`src/rtl/mips_mc_controller_ws.sv`:
```
// Multi-cycle MIPS control unit with memory wait-state handshake,
// wait-state timeout trap, illegal-opcode trap and retired-instruction counter.
module mips_mc_controller_ws #(
    parameter int unsigned TMO_W   = 4,
    parameter int unsigned TMO_MAX = 15,
    parameter int unsigned CNT_W   = 32
) (
    input  logic             clk,
    input  logic             rst,
    input  logic [5:0]       opcode,
    input  logic [5:0]       func,
    input  logic             zero,
    input  logic             mem_ready,
    output logic [1:0]       reg_dst,
    output logic [1:0]       mem_to_reg,
    output logic             reg_write,
    output logic [1:0]       pc_src,
    output logic [2:0]       alu_ctrl,
    output logic             pc_write,
    output logic             lord,
    output logic             ir_write,
    output logic             memread,
    output logic             memwrite,
    output logic             alu_srca,
    output logic [1:0]       alu_srcb,
    output logic             bus_err,
    output logic             illegal,
    output logic [CNT_W-1:0] instret
);

    localparam logic [5:0] OP_RTYPE = 6'b000000;
    localparam logic [5:0] OP_LW    = 6'b100011;
    localparam logic [5:0] OP_SW    = 6'b101011;
    localparam logic [5:0] OP_BEQ   = 6'b000100;
    localparam logic [5:0] OP_BNE   = 6'b000101;
    localparam logic [5:0] OP_ADDI  = 6'b001000;
    localparam logic [5:0] OP_SLTI  = 6'b001010;
    localparam logic [5:0] OP_ANDI  = 6'b001100;
    localparam logic [5:0] OP_J     = 6'b000010;
    localparam logic [5:0] OP_JAL   = 6'b000011;

    localparam logic [5:0] FN_ADD = 6'b100000;
    localparam logic [5:0] FN_SUB = 6'b100010;
    localparam logic [5:0] FN_AND = 6'b100100;
    localparam logic [5:0] FN_OR  = 6'b100101;
    localparam logic [5:0] FN_SLT = 6'b101010;
    localparam logic [5:0] FN_JR  = 6'b001000;

    localparam logic [2:0] ALU_ADD = 3'b010;
    localparam logic [2:0] ALU_SUB = 3'b110;
    localparam logic [2:0] ALU_AND = 3'b000;
    localparam logic [2:0] ALU_OR  = 3'b001;
    localparam logic [2:0] ALU_SLT = 3'b111;

    typedef enum logic [3:0] {
        IDLE, FETCH, DECODE, MEMADR, MEMRD, MEMWB, MEMWR, RTYPE,
        RTYPE_WB, IMM_EX, IMM_WB, BRANCH, JUMP, JAL, JR, HALT
    } state_t;

    state_t           state, next_state;
    logic [TMO_W-1:0] wait_cnt;
    logic             wait_exp;
    logic             in_wait;
    logic             retire, set_bus_err, set_illegal;
    logic [2:0]       func_alu;
    logic             func_valid;

    assign wait_exp = (wait_cnt == TMO_W'(TMO_MAX));
    assign in_wait  = (state == FETCH) || (state == MEMRD) || (state == MEMWR);

    // R-type function field to ALU operation
    always_comb begin
        func_alu   = ALU_ADD;
        func_valid = 1'b1;
        case (func)
            FN_ADD:  func_alu = ALU_ADD;
            FN_SUB:  func_alu = ALU_SUB;
            FN_AND:  func_alu = ALU_AND;
            FN_OR:   func_alu = ALU_OR;
            FN_SLT:  func_alu = ALU_SLT;
            default: func_valid = 1'b0;
        endcase
    end

    // Next-state and datapath control decode
    always_comb begin
        next_state  = state;
        retire      = 1'b0;
        set_bus_err = 1'b0;
        set_illegal = 1'b0;
        reg_dst     = 2'b00;
        mem_to_reg  = 2'b00;
        reg_write   = 1'b0;
        pc_src      = 2'b00;
        alu_ctrl    = 3'b000;
        pc_write    = 1'b0;
        lord        = 1'b0;
        ir_write    = 1'b0;
        memread     = 1'b0;
        memwrite    = 1'b0;
        alu_srca    = 1'b0;
        alu_srcb    = 2'b00;
        case (state)
            IDLE: next_state = FETCH;
            FETCH: begin
                memread  = 1'b1;
                alu_srcb = 2'b01;
                alu_ctrl = ALU_ADD;
                ir_write = mem_ready;
                pc_write = mem_ready;
                if (mem_ready) begin
                    next_state = DECODE;
                end else if (wait_exp) begin
                    next_state  = HALT;
                    set_bus_err = 1'b1;
                end
            end
            DECODE: begin
                alu_srcb = 2'b11;
                alu_ctrl = ALU_ADD;
                case (opcode)
                    OP_LW, OP_SW:               next_state = MEMADR;
                    OP_BEQ, OP_BNE:             next_state = BRANCH;
                    OP_ADDI, OP_SLTI, OP_ANDI:  next_state = IMM_EX;
                    OP_J:                       next_state = JUMP;
                    OP_JAL:                     next_state = JAL;
                    OP_RTYPE: begin
                        if (func == FN_JR) begin
                            next_state = JR;
                        end else if (func_valid) begin
                            next_state = RTYPE;
                        end else begin
                            next_state  = HALT;
                            set_illegal = 1'b1;
                        end
                    end
                    default: begin
                        next_state  = HALT;
                        set_illegal = 1'b1;
                    end
                endcase
            end
            MEMADR: begin
                alu_srca   = 1'b1;
                alu_srcb   = 2'b10;
                alu_ctrl   = ALU_ADD;
                next_state = (opcode == OP_SW) ? MEMWR : MEMRD;
            end
            MEMRD: begin
                memread = 1'b1;
                lord    = 1'b1;
                if (mem_ready) begin
                    next_state = MEMWB;
                end else if (wait_exp) begin
                    next_state  = HALT;
                    set_bus_err = 1'b1;
                end
            end
            MEMWB: begin
                reg_write  = 1'b1;
                mem_to_reg = 2'b01;
                next_state = FETCH;
                retire     = 1'b1;
            end
            MEMWR: begin
                memwrite = 1'b1;
                lord     = 1'b1;
                if (mem_ready) begin
                    next_state = FETCH;
                    retire     = 1'b1;
                end else if (wait_exp) begin
                    next_state  = HALT;
                    set_bus_err = 1'b1;
                end
            end
            RTYPE: begin
                alu_srca   = 1'b1;
                alu_ctrl   = func_alu;
                next_state = RTYPE_WB;
            end
            RTYPE_WB: begin
                reg_write  = 1'b1;
                reg_dst    = 2'b01;
                next_state = FETCH;
                retire     = 1'b1;
            end
            IMM_EX: begin
                alu_srca   = 1'b1;
                alu_srcb   = 2'b10;
                alu_ctrl   = (opcode == OP_SLTI) ? ALU_SLT :
                             (opcode == OP_ANDI) ? ALU_AND : ALU_ADD;
                next_state = IMM_WB;
            end
            IMM_WB: begin
                reg_write  = 1'b1;
                next_state = FETCH;
                retire     = 1'b1;
            end
            BRANCH: begin
                alu_srca   = 1'b1;
                alu_ctrl   = ALU_SUB;
                pc_src     = 2'b01;
                pc_write   = (opcode == OP_BNE) ? ~zero : zero;
                next_state = FETCH;
                retire     = 1'b1;
            end
            JUMP: begin
                pc_src     = 2'b10;
                pc_write   = 1'b1;
                next_state = FETCH;
                retire     = 1'b1;
            end
            JAL: begin
                pc_src     = 2'b10;
                pc_write   = 1'b1;
                reg_write  = 1'b1;
                reg_dst    = 2'b10;
                mem_to_reg = 2'b10;
                next_state = FETCH;
                retire     = 1'b1;
            end
            JR: begin
                pc_src     = 2'b11;
                pc_write   = 1'b1;
                next_state = FETCH;
                retire     = 1'b1;
            end
            HALT:    next_state = HALT;
            default: next_state = HALT;
        endcase
    end

    // State, wait counter, sticky flags and retire counter
    always_ff @(posedge clk or negedge rst) begin
        if (!rst) begin
            state    <= IDLE;
            wait_cnt <= '0;
            bus_err  <= 1'b0;
            illegal  <= 1'b0;
            instret  <= '0;
        end else begin
            state <= next_state;
            if (next_state != state) begin
                wait_cnt <= '0;
            end else if (in_wait && !mem_ready) begin
                wait_cnt <= wait_cnt + TMO_W'(1);
            end
            if (set_bus_err) bus_err <= 1'b1;
            if (set_illegal) illegal <= 1'b1;
            if (retire) instret <= instret + CNT_W'(1);
        end
    end

endmodule
```
`config.mk`:
```
export PLATFORM = sky130hd
export DESIGN_NAME = mips_mc_controller_ws
export DESIGN_NICKNAME = d
export VERILOG_FILES = /design/src/rtl/mips_mc_controller_ws.sv
export SDC_FILE = /design/constraint.sdc
export NUM_CORES = 1
export LEC_CHECK = 0
export CORE_MARGIN = 2
export CORE_UTILIZATION = 45
export CTS_CLUSTER_DIAMETER = 100
export DETAILED_ROUTE_END_ITERATION = 8
export HOLD_SLACK_MARGIN = 0.05
export PLACE_DENSITY = 0.8
export SYNTH_ARGS = -nofsm -noshare
export SYNTH_HDL_FRONTEND = slang
export SYNTH_SLANG_ARGS = --single-unit
```
`constraint.sdc`:
```
create_clock -name clk -period 2.65 [get_ports clk]
set_input_delay 0.53 -clock clk [delete_from_list [all_inputs] [get_ports clk]]
set_output_delay 0.53 -clock clk [all_outputs]
set_load 0.05 [all_outputs]
```
==> Word-level counts from Yosys, hierarchy flattened <==
Index checks and enable logic that the tools add are counted.
{ "classes": {"n_div": 0, "n_lt_le_gt_ge": 0, "n_eq_ne": 32, "shift": 0, "n_mul": 0, "muxes": 37, "add_sub_neg": 2, "bitwise_logic": 1, "reduce_logical": 23} }
{ "op_table": {"columns": ["op", "count"], "rows": [
  ["6-bit equality test, second input constant", 7],
  ["4-bit equality test, second input constant", 9],
  ["4-bit case mux with 9 select lines", 1],
  ["32-bit by 1-bit adder with 32-bit output, second input constant", 1],
  ["4-bit two-way mux", 8],
  ["6-bit by 4-bit equality test with 1-bit output, second input constant", 4],
  ["3-bit case mux with 4 select lines", 2],
  ["4-bit case mux with 6 select lines", 1],
  ["4-bit by 3-bit equality test with 1-bit output, second input constant", 4],
  ["1-bit two-way mux", 15],
  ["6-bit by 2-bit equality test with 1-bit output, second input constant", 2],
  ["6-bit by 3-bit equality test with 1-bit output, second input constant", 2],
  ["2-bit case mux with 3 select lines", 2],
  ["2-bit OR reduction", 6],
  ["3-bit OR reduction", 4],
  ["9-bit OR reduction", 1],
  ["4-bit by 2-bit equality test with 1-bit output, second input constant", 2],
  ["2-bit case mux with 2 select lines", 2],
  ["4-bit OR reduction", 2],
  ["8-bit OR reduction", 1],
  ["7-bit OR reduction", 1],
  ["6-bit logical NOT", 1],
  ["5-bit OR reduction", 1],
  ["4-bit by 1-bit adder with 4-bit output, second input constant", 1],
  ["other kinds (12)", 15]
]} }
{ "word_totals": {"reg_bits": 42, "input_bits": 16, "rom_bits": 0, "wordCells": 100, "latch_bits": 0, "n_memories": 0, "mem_bits_rw": 0} }

==> Depth between registers and ports, before layout <==
{ "logic_depth": {"ltp_word": 9, "mapped_depth": 9, "depth_no_buf": 7} }

==> Least setup slack after synthesis <==
No wires, ideal clock.
{ "synth_timing": {"kind": "reg-to-output", "startpoint": "register state[0]", "endpoint": "output port alu_ctrl[1]", "required_time_ns": 2.120, "stages_incl_launch_ff": 7, "n_path_buf": 2, "setup_slack_ns": -0.759, "arrival_ns": 2.879, "cell_sequence": "dfrtp_1 > buf_2 > buf_1 > nand2_1 > o21ai_0 > a21oi_1 > o21ai_0"} }
{ "synth_between": {"elab_chain_cells": 3} }
{ "synth_rtl": {"columns": ["item", "line_no", "rtl"], "rows": [
  ["start, declared", "60", "state_t state, next_state;"],
  ["start signal, assigned", "242", "state <= next_state;"],
  ["4-bit by 1-bit equality test with 1-bit output or 4-bit by 2-bit equality test with 1-bit output (tied branches)", "103", "case (state)"],
  ["3-bit OR reduction (no line)", null, null],
  ["3-bit case mux with 4 select lines *", "103", null],
  ["end, declared", "18", "output logic [2:0] alu_ctrl,"]
]} }
Every way passes the cells marked *; elsewhere a longest branch is shown, timed or not.

==> Worst setup path in the final report <==
{ "layout_timing": {"startpoint": "input port opcode[3]", "endpoint": "output port pc_write"} }
{ "layout_between": {"elab_chain_cells": 3} }
{ "layout_rtl": {"columns": ["item", "line_no", "rtl"], "rows": [
  ["start, declared", "10", "input logic [5:0] opcode,"],
  ["6-bit by 3-bit equality test with 1-bit output", "203", "pc_write = (opcode == OP_BNE) ? ~zero : zero;"],
  ["1-bit two-way mux", "203", null],
  ["1-bit case mux with 3 select lines", "103", null],
  ["end, declared", "19", "output logic pc_write,"]
]} }
Every way passes these cells.

==> results.toml <==
[outcome]
status = "complete, no violations"

[yosys]
synthFlopType = "dfrtp_1"
synth_fp_nets = 307
ys_ff_latch = 42
ys_seq_area_share_pct = 40.4
synth_cell_types = 56
yosysWarnings = 0
ys_async_sr_fraction_pct = 100
yosysTopAreaCell = "dfrtp_1"
synthCells = 289
synth_area_mm2 = 0.00260
netlist_top_cells_area = "dfrtp_1, xnor2_1, nor2_1, nand4_1, nand3_1"
avgSynthCellArea_um2 = 9.01
synth-edff-count = 0
synth.top_cell.area_share_pct = 40.4

[timing]
hold_viol = 0
setup_viol = 0
clock_skew_ps = 12.4
setup_ws_ps = 44.8
rsz0062_at_grt = "yes"
max_slew_margin_pct = 35.2
worstMarginPinSlew_ps = 947
finalHoldWorstSlack_ps = 352
finalMaxSlewViolations = 0
post-route-period-util_pct = 98.3
timing.fmax_mhz = 384
finalSetupTns_ps = 0
min_period_ps = 2610

[global_routing]
grt_util_all_layers_pct = 23.3
antenna_found_initial = 0
grt_pass1_vias = 2452
met2_usage_pct = 38.8
grt-ovfl-total = 0
grt.busiest_layer = "met2"
use_met3_pct = 4.94
grt_pass1_wl_um = 11700
grt_max_degree = 43
grt_use_met1_pct = 29.7

[worst_setup_path]
cp_slowest_cell = "clkdlybuf4s50_1"
max_stage_delay_ps = 490
path_cells = "clkdlybuf4s50_1, nor2_4, nand4_1, xor2_1, nor3_1, a21oi_1, o21bai_2, buf_12"
start_kind = "input port"
cp_num_buf_inv = 2
crit_path_end_kind = "output port"
timing_worst_setup_path_type = "input port to output port"
cp_max_fo = 3
critPathArrivalTime_ps = 2080
path_delay_family = "buffers and inverters"
worstPathRequired_ps = 2120

[cts]
cts-root-buf = "clkbuf_8"
cts.sinks = 42
cts_buffers = 5
cts_tree = "yes"
htreeDepth = 2
clk_pin_slew_ps = 80
hold_buffers = 0
clock_path_buffers = 2
clk_latency_ps = 300

[power]
p_int_uw = 1820
ir_worst_vdd_uv = 629
power_switching_uw = 1620
p_leak_uw = 0.00159
powerDensity_mw_per_mm2 = 915
power_frac_seq_pct = 26.0
p_sw_share_pct = 47.0
power_frac_clock_pct = 14.2
power_frac_comb_pct = 59.8

[placement]
dpl_worst_slack_ps = -90.3
io_buffers = 67
dp_hpwl_um = 5400
gp_congestion = 0.953
dpl_cell_area_mm2 = 0.00358

[final_layout]
diodes = 0
drive_above_1_share_pct = 19.1
area_growth_pct = 44.4
layout.nets = 400
final_util_pct = 67.9
fin_area_mm2 = 0.00376

[floorplanning]
fp.dieH_um = 80.1
coreArea_mm2 = 0.00554
num_io_pins = 68
dieArea_mm2 = 0.00641
placementRows = 27
start_util_pct = 47.0
die_x_um = 80.1

[routing]
postRouteWirelength_um = 7170
wire_per_inst_um = 15.7
postRouteAntennaNets = 0
dr.pass1.iters = 4
vias = 2597
drt_iter0_markers = 219
viasPerCell = 5.71
drcViolationCount = 0

[run]
drv_cap = 0

[min_path]
worstHoldPathType = "input port to asynchronous set/reset pin"
-- cells in the final DEF, fill, tap and decap left out, types with 3 or more instances in the layout --
cell	Yosys	layout
clkdlybuf4s50_1	0	44
or3_1	3	3
buf_4	1	40
nor2b_1	4	4
nand3_1	19	19
buf_12	0	8
xnor2_1	29	29
dlymetal6s2s_1	0	4
nand2_1	21	21
inv_1	8	8
nor3_1	9	9
a31oi_1	3	3
clkbuf_8	0	5
and3_1	4	4
nand4_1	16	16
and4_1	5	5
xor2_1	8	8
a21oi_1	6	6
nor2_1	38	35
o21ai_0	7	5
dfrtp_1	42	40
nand2b_1	7	7
-- flip-flops by register name, indices dropped and copies added (netlist names) --
name	flops
state	4
illegal	1
instret	32
wait_cnt	4
bus_err	1
-- synthesized netlist by cell type, types with 4 or more instances --
library cell	count
nand4_1	16
nor2_1	38
inv_1	8
nand3_1	19
buf_2	8
o21ai_0	7
nand2_1	21
nand2b_1	7
nor2b_1	4
nor3_1	9
and3_1	4
dfrtp_1	42
and4_1	5
a21oi_1	6
xor2_1	8
xnor2_1	29
-- timing repair --
| item | CTS | global route |
|---|---|---|
| pin swaps | 0 | 5 |
| hold endpoints to repair | 0 | 0 |
| buffers inserted | 0 | 2 |
| setup endpoints to repair | 2 | 4 |
| resized for setup | 3 | 15 |
-- worst register-to-register path: cells and delay by family (launching register included) --
family	cells	cell delay, ps
buffers and inverters	1	240
and+or+nand+nor	2	690
AOI/OAI and AO/OA	3	590
DFF	1	490
xor gates and xnor gates	1	280
-- cell families (layout without fill, tap and decap cells) --
group / Yosys count / in the layout / share of synthesized area (%)
compound gates: 46 / 46 / 13.5
xor+xnor: 37 / 37 / 12.4
fa+ha+maj: 2 / 2 / 0.961
buf+inv: 21 / 115 / 3.84
flops: 42 / 42 / 40.4
mux: 2 / 2 / 0.817
simple gates: 139 / 139 / 28.1
-- metrics by stage --
step                power, uW  instances
floorplan                2190        289
global placement         2900        445
detailed placement       2930        445
CTS                      3430        453
global route             3630        455
finish                   3440        455
-- power groups by stage --
stage | registers (uW) | logic (uW) | clock network, uW
after floorplan | 1010 | 1190 | 0
after global placement | 892 | 2010 | 0
after detailed placement | 898 | 2030 | 0
after CTS | 886 | 2050 | 495
after global routing | 911 | 2190 | 528
final | 893 | 2060 | 490
-- metal layers --
layer  vias up  part of all wire, %
met3        27                  5.6
met2       103                   50
li1       1230                    -
met4         0                  2.9
met5         -                    0
met1      1237                   41
-- final timing paths --
check                               start     endpoint  slack (ps)  cells past startpoint
worst max-delay path            opcode[3]     pc_write          40                      8
worst min-delay path                  rst   instret[0]         350                      1
worst max register to register   state[2]  wait_cnt[2]         280                      7
worst min register to register    illegal      illegal         460                      1
max in group asynchronous             rst     state[1]        1660                      1
min in group clk                  illegal      illegal         460                      1
-- final cells by class --
cell class              instances  area, um^2
repair buffers                 99         978
multi-input cells             226        1500
inverters                       8        30.0
clock inverters                 1        30.0
flip-flops and latches         42        1050
well taps                      72        90.1
fillers                       424        1780
clock buffers                   7        76.3
Note: power is estimated with default switching activity, not from simulation.
